===== config.mk =====
export PLATFORM = sky130hd
export DESIGN_NAME = fanout_group_sequencer
export DESIGN_NICKNAME = d
export VERILOG_FILES = /design/src/rtl/fanout_seq_pkg.sv /design/src/rtl/rr_arbiter.sv /design/src/rtl/fanout_group_sequencer.sv
export SDC_FILE = /design/constraint.sdc
export NUM_CORES = 1
export LEC_CHECK = 0
export ABC_AREA = 1
export ABC_CLOCK_PERIOD_IN_PS = 4700
export BUFFER_PORTS_ARGS = -buffer_cell sky130_fd_sc_hd__buf_2
export CORE_MARGIN = 1.5
export CORE_UTILIZATION = 48
export CTS_CLUSTER_DIAMETER = 40
export DETAILED_ROUTE_END_ITERATION = 16
export HOLD_SLACK_MARGIN = 0.06
export PLACE_DENSITY = 0.76
export SLEW_MARGIN = 25
export SYNTH_ARGS = -nofsm -noshare
export SYNTH_HDL_FRONTEND = slang
export SYNTH_SLANG_ARGS = --single-unit

===== constraint.sdc =====
create_clock -name iccad_clk -period 4.7 [get_ports iccad_clk]
set_clock_uncertainty 0.15 [all_clocks]
set_input_delay 0.47 -clock iccad_clk [delete_from_list [all_inputs] [get_ports iccad_clk]]
set_output_delay 0.47 -clock iccad_clk [all_outputs]
set_load 0.05 [all_outputs]

===== src/rtl/fanout_seq_pkg.sv =====
// Shared types, default parameters and width helper for fanout_group_sequencer.
package fanout_seq_pkg;

    // Sequencer states
    typedef enum logic [1:0] {
        IDLE   = 2'd0,
        DRIVE  = 2'd1,
        SETTLE = 2'd2,
        DONE   = 2'd3
    } state_e;

    localparam int unsigned DEF_NUM_REQ     = 4;
    localparam int unsigned DEF_DATA_W      = 8;
    localparam int unsigned DEF_NUM_GROUPS  = 4;
    localparam int unsigned DEF_SETTLE_CYC  = 2;
    localparam int unsigned DEF_TIMEOUT_CYC = 15;

    // Bits needed to index n items, never less than one
    function automatic int unsigned clog2_min1(input int unsigned n);
        int unsigned r;
        r = $clog2(n);
        return (r == 0) ? 1 : r;
    endfunction

endpackage


===== src/rtl/rr_arbiter.sv =====
// Combinational round-robin picker: first asserted request at or after ptr,
// wrapping around. The priority pointer itself lives in the parent.
module rr_arbiter
    import fanout_seq_pkg::*;
#(
    parameter int unsigned NUM_REQ = DEF_NUM_REQ,
    parameter int unsigned PTR_W   = clog2_min1(NUM_REQ)
) (
    input  logic [NUM_REQ-1:0] req,
    input  logic [PTR_W-1:0]   ptr,
    input  logic               en,
    output logic [NUM_REQ-1:0] gnt,
    output logic [PTR_W-1:0]   win_idx
);

    // Scan from ptr with explicit modulo wrap; first hit wins
    always_comb begin
        int unsigned      j;
        logic [PTR_W-1:0] jw;
        logic             found;
        gnt     = '0;
        win_idx = '0;
        found   = 1'b0;
        j       = 0;
        jw      = '0;
        for (int unsigned off = 0; off < NUM_REQ; off++) begin
            j = 32'(ptr) + off;
            if (j >= NUM_REQ) begin
                j = j - NUM_REQ;
            end
            jw = PTR_W'(j);
            if (en && !found && req[jw]) begin
                found   = 1'b1;
                gnt[jw] = 1'b1;
                win_idx = jw;
            end
        end
    end

endmodule


===== src/rtl/fanout_group_sequencer.sv =====
// Arbitrates requesters for a shared broadcast net and enables its buffered
// fanout groups one at a time, each held SETTLE_CYC cycles, then pulses done.
// Optional build macro FANOUT_ACK_TIMEOUT_EN: each group additionally waits for
// sink_ack[grp], with a TIMEOUT_CYC watchdog that sets the sticky err flag.
module fanout_group_sequencer
    import fanout_seq_pkg::*;
#(
    parameter int unsigned NUM_REQ     = DEF_NUM_REQ,
    parameter int unsigned DATA_W      = DEF_DATA_W,
    parameter int unsigned NUM_GROUPS  = DEF_NUM_GROUPS,
    parameter int unsigned SETTLE_CYC  = DEF_SETTLE_CYC,
    parameter int unsigned TIMEOUT_CYC = DEF_TIMEOUT_CYC
) (
    input  logic                      iccad_clk,
    input  logic                      iccad_rst_n,
    input  logic [NUM_REQ-1:0]        req_valid,
    input  logic [NUM_REQ*DATA_W-1:0] req_data,
    output logic [NUM_REQ-1:0]        req_ready,
    output logic [DATA_W-1:0]         bcast_data,
    output logic [NUM_GROUPS-1:0]     grp_en,
    input  logic [NUM_GROUPS-1:0]     sink_ack,
    output logic                      busy,
    output logic                      done,
    output logic                      err
);

    localparam int unsigned GRP_W = clog2_min1(NUM_GROUPS);
    localparam int unsigned CNT_W = clog2_min1(SETTLE_CYC);
    localparam int unsigned PTR_W = clog2_min1(NUM_REQ);

    state_e                state_q, state_d;
    logic [GRP_W-1:0]      grp_q, grp_d;
    logic [CNT_W-1:0]      cnt_q, cnt_d;
    logic [PTR_W-1:0]      ptr_q, ptr_d;
    logic [PTR_W-1:0]      win_q, win_d;
    logic [DATA_W-1:0]     data_q, data_d;
    logic [NUM_GROUPS-1:0] grp_en_q, grp_en_d;
    logic                  busy_q, busy_d;
    logic                  done_q, done_d;

    logic                  arb_en_c;
    logic [NUM_REQ-1:0]    gnt_c;
    logic [PTR_W-1:0]      win_c;
    logic                  settle_exit_c;
    logic [DATA_W-1:0]     req_arr_c [NUM_REQ];

    // Split the flat request bus into one word per requester
    for (genvar i = 0; i < NUM_REQ; i++) begin : g_unpack
        assign req_arr_c[i] = req_data[i*DATA_W +: DATA_W];
    end

    // Accept only in IDLE; gating with reset keeps req_ready low while reset is held
    assign arb_en_c = (state_q == IDLE) && iccad_rst_n;

    rr_arbiter #(
        .NUM_REQ (NUM_REQ),
        .PTR_W   (PTR_W)
    ) u_arb (
        .req     (req_valid),
        .ptr     (ptr_q),
        .en      (arb_en_c),
        .gnt     (gnt_c),
        .win_idx (win_c)
    );

`ifdef FANOUT_ACK_TIMEOUT_EN
    localparam int unsigned TO_W = clog2_min1(TIMEOUT_CYC);

    logic [TO_W-1:0] to_q, to_d;
    logic            err_q, err_d;
    logic            ack_ok_c;
    logic            to_hit_c;

    assign ack_ok_c      = (cnt_q == '0) && sink_ack[grp_q];
    assign to_hit_c      = (to_q == TO_W'(TIMEOUT_CYC - 1));
    assign settle_exit_c = ack_ok_c || to_hit_c;

    // Ack watchdog: restarts per group, saturates, flags a forced advance
    always_comb begin
        to_d  = to_q;
        err_d = err_q;
        if (state_q == DRIVE) begin
            to_d = '0;
        end else if (state_q == SETTLE) begin
            if (!to_hit_c) begin
                to_d = to_q + TO_W'(1);
            end
            if (to_hit_c && !ack_ok_c) begin
                err_d = 1'b1;
            end
        end
    end

    // Watchdog registers
    always_ff @(posedge iccad_clk or negedge iccad_rst_n) begin
        if (!iccad_rst_n) begin
            to_q  <= '0;
            err_q <= 1'b0;
        end else begin
            to_q  <= to_d;
            err_q <= err_d;
        end
    end

    assign err = err_q;
`else
    logic [NUM_GROUPS-1:0]  sink_ack_unused;
    localparam int unsigned timeout_cyc_unused = TIMEOUT_CYC;

    assign sink_ack_unused = sink_ack;
    assign settle_exit_c   = (cnt_q == '0);
    assign err             = 1'b0;
`endif

    // Next-state and datapath; registered outputs are derived from the next state
    always_comb begin
        state_d  = state_q;
        grp_d    = grp_q;
        cnt_d    = cnt_q;
        ptr_d    = ptr_q;
        win_d    = win_q;
        data_d   = data_q;
        grp_en_d = grp_en_q;
        busy_d   = 1'b0;
        done_d   = 1'b0;

        unique case (state_q)
            IDLE: begin
                if (|gnt_c) begin
                    win_d   = win_c;
                    data_d  = req_arr_c[win_c];
                    grp_d   = '0;
                    state_d = DRIVE;
                end
            end
            DRIVE: begin
                cnt_d   = CNT_W'(SETTLE_CYC - 1);
                state_d = SETTLE;
            end
            SETTLE: begin
                if (settle_exit_c) begin
                    if (grp_q == GRP_W'(NUM_GROUPS - 1)) begin
                        state_d = DONE;
                    end else begin
                        grp_d   = grp_q + GRP_W'(1);
                        state_d = DRIVE;
                    end
                end else if (cnt_q != '0) begin
                    cnt_d = cnt_q - CNT_W'(1);
                end
            end
            DONE: begin
                ptr_d   = (win_q == PTR_W'(NUM_REQ - 1)) ? '0 : win_q + PTR_W'(1);
                state_d = IDLE;
            end
            default: begin
                state_d = IDLE;
            end
        endcase

        if (state_d == DRIVE) begin
            grp_en_d = grp_en_q | (NUM_GROUPS'(1) << grp_d);
        end else if (state_d == IDLE) begin
            grp_en_d = '0;
        end
        busy_d = (state_d != IDLE);
        done_d = (state_d == DONE);
    end

    // FSM state register
    always_ff @(posedge iccad_clk or negedge iccad_rst_n) begin
        if (!iccad_rst_n) begin
            state_q <= IDLE;
        end else begin
            state_q <= state_d;
        end
    end

    // Datapath and output registers
    always_ff @(posedge iccad_clk or negedge iccad_rst_n) begin
        if (!iccad_rst_n) begin
            grp_q    <= '0;
            cnt_q    <= '0;
            ptr_q    <= '0;
            win_q    <= '0;
            data_q   <= '0;
            grp_en_q <= '0;
            busy_q   <= 1'b0;
            done_q   <= 1'b0;
        end else begin
            grp_q    <= grp_d;
            cnt_q    <= cnt_d;
            ptr_q    <= ptr_d;
            win_q    <= win_d;
            data_q   <= data_d;
            grp_en_q <= grp_en_d;
            busy_q   <= busy_d;
            done_q   <= done_d;
        end
    end

    assign req_ready  = gnt_c;
    assign bcast_data = data_q;
    assign grp_en     = grp_en_q;
    assign busy       = busy_q;
    assign done       = done_q;

endmodule


==> run summary <==
The run finished with clean final reports. The worst hold slack came out at 0.310 ns. The maximum number of pins on one net before global-route repair is 34. The synthesized netlist contains 28 unique library cells. The share of the clock period used by the worst path after layout came out at 0.679.

During placement, the flow inserted port buffers numbering 55. The number of buffers inserted during clock tree synthesis came out at 3. The final worst slack is 1.51 ns. The number of antenna violations at the first check in global routing was 0.

Together, buffers and inverters on the worst path number 4. Data on the critical path is required at its endpoint by 4.08 ns. The share of final-layout standard cells stronger than drive strength 1 is 0.286.

The initial utilization of the core area, before any placement, comes to 0.509. The number of iterations in the first detailed-routing pass came out at 4. The slew at the pin with the worst max-slew slack is 0.552 ns.

Setup repair after global routing left no endpoint under its margin. The total of cells resized after clock tree synthesis came out at 0. The number of hold buffers added after CTS was 1. Before CTS, the worst setup slack after placement is 1.67 ns. The hold violation count in the final report came out at 0.

The buffer count from post-CTS setup fixing came out at 0. Of the total power, the clock network draws 0.072. Of the total power, the share spent switching nets is 0.584. Wires add up to 3790 microns. For this design the static power due to leakage is 1.25 nW. The post-synthesis mux area share is 0. The net count of the finished layout is 372. The part of the total power dissipated in sequential elements came out at 0.219. The number of clock sinks seen by CTS came out at 23. After synthesis, the largest family of logic cells by area is simple AND/OR/NAND/NOR gates. The synthesized area came out at 1890 sq um.

The count of cells along the worst register-to-register path came out at 16. For this run, the register share of the synthesized area comes to 0.304. In the layout the commonest cells are sky130_fd_sc_hd__nand2_1 (87), sky130_fd_sc_hd__buf_2 (55), sky130_fd_sc_hd__inv_1 (34), sky130_fd_sc_hd__dfrtp_1 (23), sky130_fd_sc_hd__nand3_1 (20). The cell that appears most often on the critical path is sky130_fd_sc_hd__buf_2. The maximum single-stage delay on the critical path came out at 0.52 ns. The highest ir drop seen on vdd is 357 uV.

The area overhead of the layout relative to synthesis is 17.5%. The total power per unit cell area came out at 752 nW/um^2. Of the total synthesized cell area, the portion taken by XOR and XNOR cells is 0. STA puts the critical path data arrival time at 2.57 ns. The number of top-level pins came out at 61. A synthesized cell averages 7.14 sq um.

The worst setup path is captured at a primary output. The share of power burned in combinational logic is 0.709. The die covers 4330 sq um. The global-route total usage across every layer came out at 0.195. Leaving out fill and tap cells, the most frequent cell in the layout is sky130_fd_sc_hd__nand2_1.

The global route total overflow came out at 0. The total number of H-tree levels is 1. The max-capacitance violation count came out at 0. The slowest library cell on the worst path is sky130_fd_sc_hd__dlygate4sd3_1. The detailed-route wire length per cell came out at 10.4 microns. The signal on the critical path passes through dlygate4sd3_1 > buf_2 > nand2_1 > inv_1 > nand2_2 > nor2_4 > nand3_1 > nand3b_2 > buf_2. The final routed DRC violation total came out at 0.

The worst path in the final design needs a cycle of 3.19 ns, including I/O delays and setup. The analysis attributes to net switching a power of 0.000976 W. The count of antenna diodes in the layout is 0. The first global-routing pass estimated 6700 microns of wire. The number of standard cells after synthesis came out at 265. The core area is 3720 sq um. After clock tree synthesis, the clock-pin slew on the worst setup and hold paths is 0.08 ns. The clock insertion delay at the later pin of the skew report came out at 0.26 ns.

No sink is reached through more buffers than the 2 on the longest clock path. The number of warnings issued by yosys is 0. The worst-case headroom to the max-slew limit came out at 0.632. The maximum clock rate came out at 313 MHz. The category of cells accounting for the largest share of critical-path delay is buffers and inverters. The wire-length estimate of the detail-placed layout is 2930 microns. The core utilization of the finished layout is 0.598.

The setup path with the least slack is of type primary input to primary output. The top fanout value on the critical path came out at 24. The number of cells traversed by the worst hold path came out at 3. Setup violations remaining at the end of the flow were counted as 0. The final setup TNS came out at 0 ns. The area fraction in compound gates after synthesis is 0.148. The floorplan step set the die height to 65.8 microns. For this block, the via count after detailed routing is 1,771. The number of core rows is 22. The tightest min-delay check is of the primary input to flip-flop type.

The number of max-slew violations in the final report is 0. The share of synthesized cell area in and, or, nand and nor gates is 0.356. The number of nets with antenna violations after detailed routing is 0. The cell at the root of the clock tree is sky130_fd_sc_hd__clkbuf_8. The average via count per standard cell is 4.84. Synthesis produced a netlist with a net count of 318. The violation count after the first detailed-routing iteration is 66. STA classifies the critical path startpoint as a primary input.

The internal power of the cells totals 0.000696 W. The TritonCTS clock tree is yes. The floorplan step set the die width to 65.8 microns. The via count of the first global-routing pass is 1,637.

Counting flops and latches in the post-synthesis netlist gives 23. The adder and majority cell fraction of the synthesized area came out at 0.0728. The total stage count of the critical path came out at 9. The weighted congestion reported at the end of routability-driven placement came out at 0.815.
path summary, 6_finish.rpt:
kind,slack [ns],startpoint,endpoint
min,0.31,req_data[2],bcast_data[2]
max reg2reg,1.61,ptr_q[0],bcast_data[5]
max,1.51,iccad_rst_n,req_ready[2]
min in group asynchronous,0.56,iccad_rst_n,bcast_data[4]
max in group asynchronous,3.49,iccad_rst_n,bcast_data[0]
min reg2reg,0.33,bcast_data[0],bcast_data[0]
registers in the layout, indices dropped and copies added (netlist names):
register,flops
grp_q,2
ptr_q,2
win_q,2
state_q,2
cnt_q,1
busy,1
grp_en,4
bcast_data,8
done,1
power groups by stage:
stage	Combinational (W)	Clock (W)	Sequential (W)
finish	0.00119	0.000120	0.000365
global route	0.00133	0.000131	0.000379
CTS	0.00119	0.000124	0.000365
detailed placement	0.00119	0	0.000369
global placement	0.00117	0	0.000368
floorplan	0.000817	0	0.000536
per-layer routing:
metal,up-vias,wire length [microns],share of wire,GRT usage
li1,958,-,-,-
met1,781,1790,0.47,0.235
met2,28,1860,0.49,0.361
met3,4,91,0.024,0.0136
met4,0,51,0.013,0.0677
met5,-,0,0,0
tightest hold or removal path, delay by kind of cell:
family          cells  cell delay, ns
simple gates        1            0.07
compound gates      1            0.08
buf+inv             1            0.07
synthesized netlist by cell type:
| cell type | count | share of area |
|---|---|---|
| sky130_fd_sc_hd__o21ai_0 | 16 | 0.042 |
| sky130_fd_sc_hd__buf_4 | 2 | 0.0079 |
| sky130_fd_sc_hd__nand2_4 | 2 | 0.012 |
| sky130_fd_sc_hd__inv_2 | 7 | 0.014 |
| sky130_fd_sc_hd__nand3_2 | 7 | 0.037 |
| sky130_fd_sc_hd__nor2_4 | 4 | 0.024 |
| sky130_fd_sc_hd__inv_1 | 34 | 0.067 |
| sky130_fd_sc_hd__a21oi_1 | 6 | 0.016 |
| sky130_fd_sc_hd__inv_6 | 1 | 0.0046 |
| sky130_fd_sc_hd__buf_2 | 2 | 0.0053 |
| sky130_fd_sc_hd__o21ai_4 | 1 | 0.0086 |
| sky130_fd_sc_hd__o21bai_1 | 1 | 0.0040 |
| sky130_fd_sc_hd__nand4_1 | 4 | 0.013 |
| sky130_fd_sc_hd__nor2_1 | 6 | 0.012 |
| sky130_fd_sc_hd__nand2_1 | 87 | 0.17 |
| sky130_fd_sc_hd__dfrtp_1 | 23 | 0.30 |
| sky130_fd_sc_hd__conb_1 | 1 | 0.0020 |
| sky130_fd_sc_hd__nand3_1 | 20 | 0.053 |
| sky130_fd_sc_hd__nand3b_2 | 1 | 0.0060 |
| sky130_fd_sc_hd__nand2_2 | 5 | 0.017 |
| sky130_fd_sc_hd__nor2_2 | 3 | 0.0099 |
| sky130_fd_sc_hd__ha_1 | 11 | 0.073 |
| sky130_fd_sc_hd__a21boi_0 | 1 | 0.0040 |
| sky130_fd_sc_hd__o211ai_1 | 12 | 0.048 |
| sky130_fd_sc_hd__a22oi_4 | 1 | 0.011 |
| sky130_fd_sc_hd__buf_6 | 3 | 0.018 |
| sky130_fd_sc_hd__o22ai_2 | 1 | 0.0066 |
| sky130_fd_sc_hd__o21ai_1 | 3 | 0.0079 |
metrics by stage:
step	std cells	power, W	cell area, sq um
after floorplan	265	0.00135	1890
after global placement	361	0.00154	2170
after detailed placement	361	0.00156	2170
after CTS	366	0.00168	2220
after global routing	366	0.00184	2220
final	366	0.00167	2220
cell type report:
class | instances | area (sq um)
inverter | 42 | 163
tap | 48 | 60.1
clock buffer | 4 | 45.0
timing repair buffer | 56 | 285
sequential | 23 | 576
fill | 376 | 1490
multi-input combinational | 193 | 1090
cells by family (layout without fill, tap and decap cells):
group / count (synthesis) / in the layout
flops: 23 / 23
compound gates: 42 / 42
buf+inv: 49 / 102
other cells: 1 / 1
fa+ha+maj: 11 / 11
simple gates: 139 / 139
Note: power is estimated with default switching activity, not from simulation.
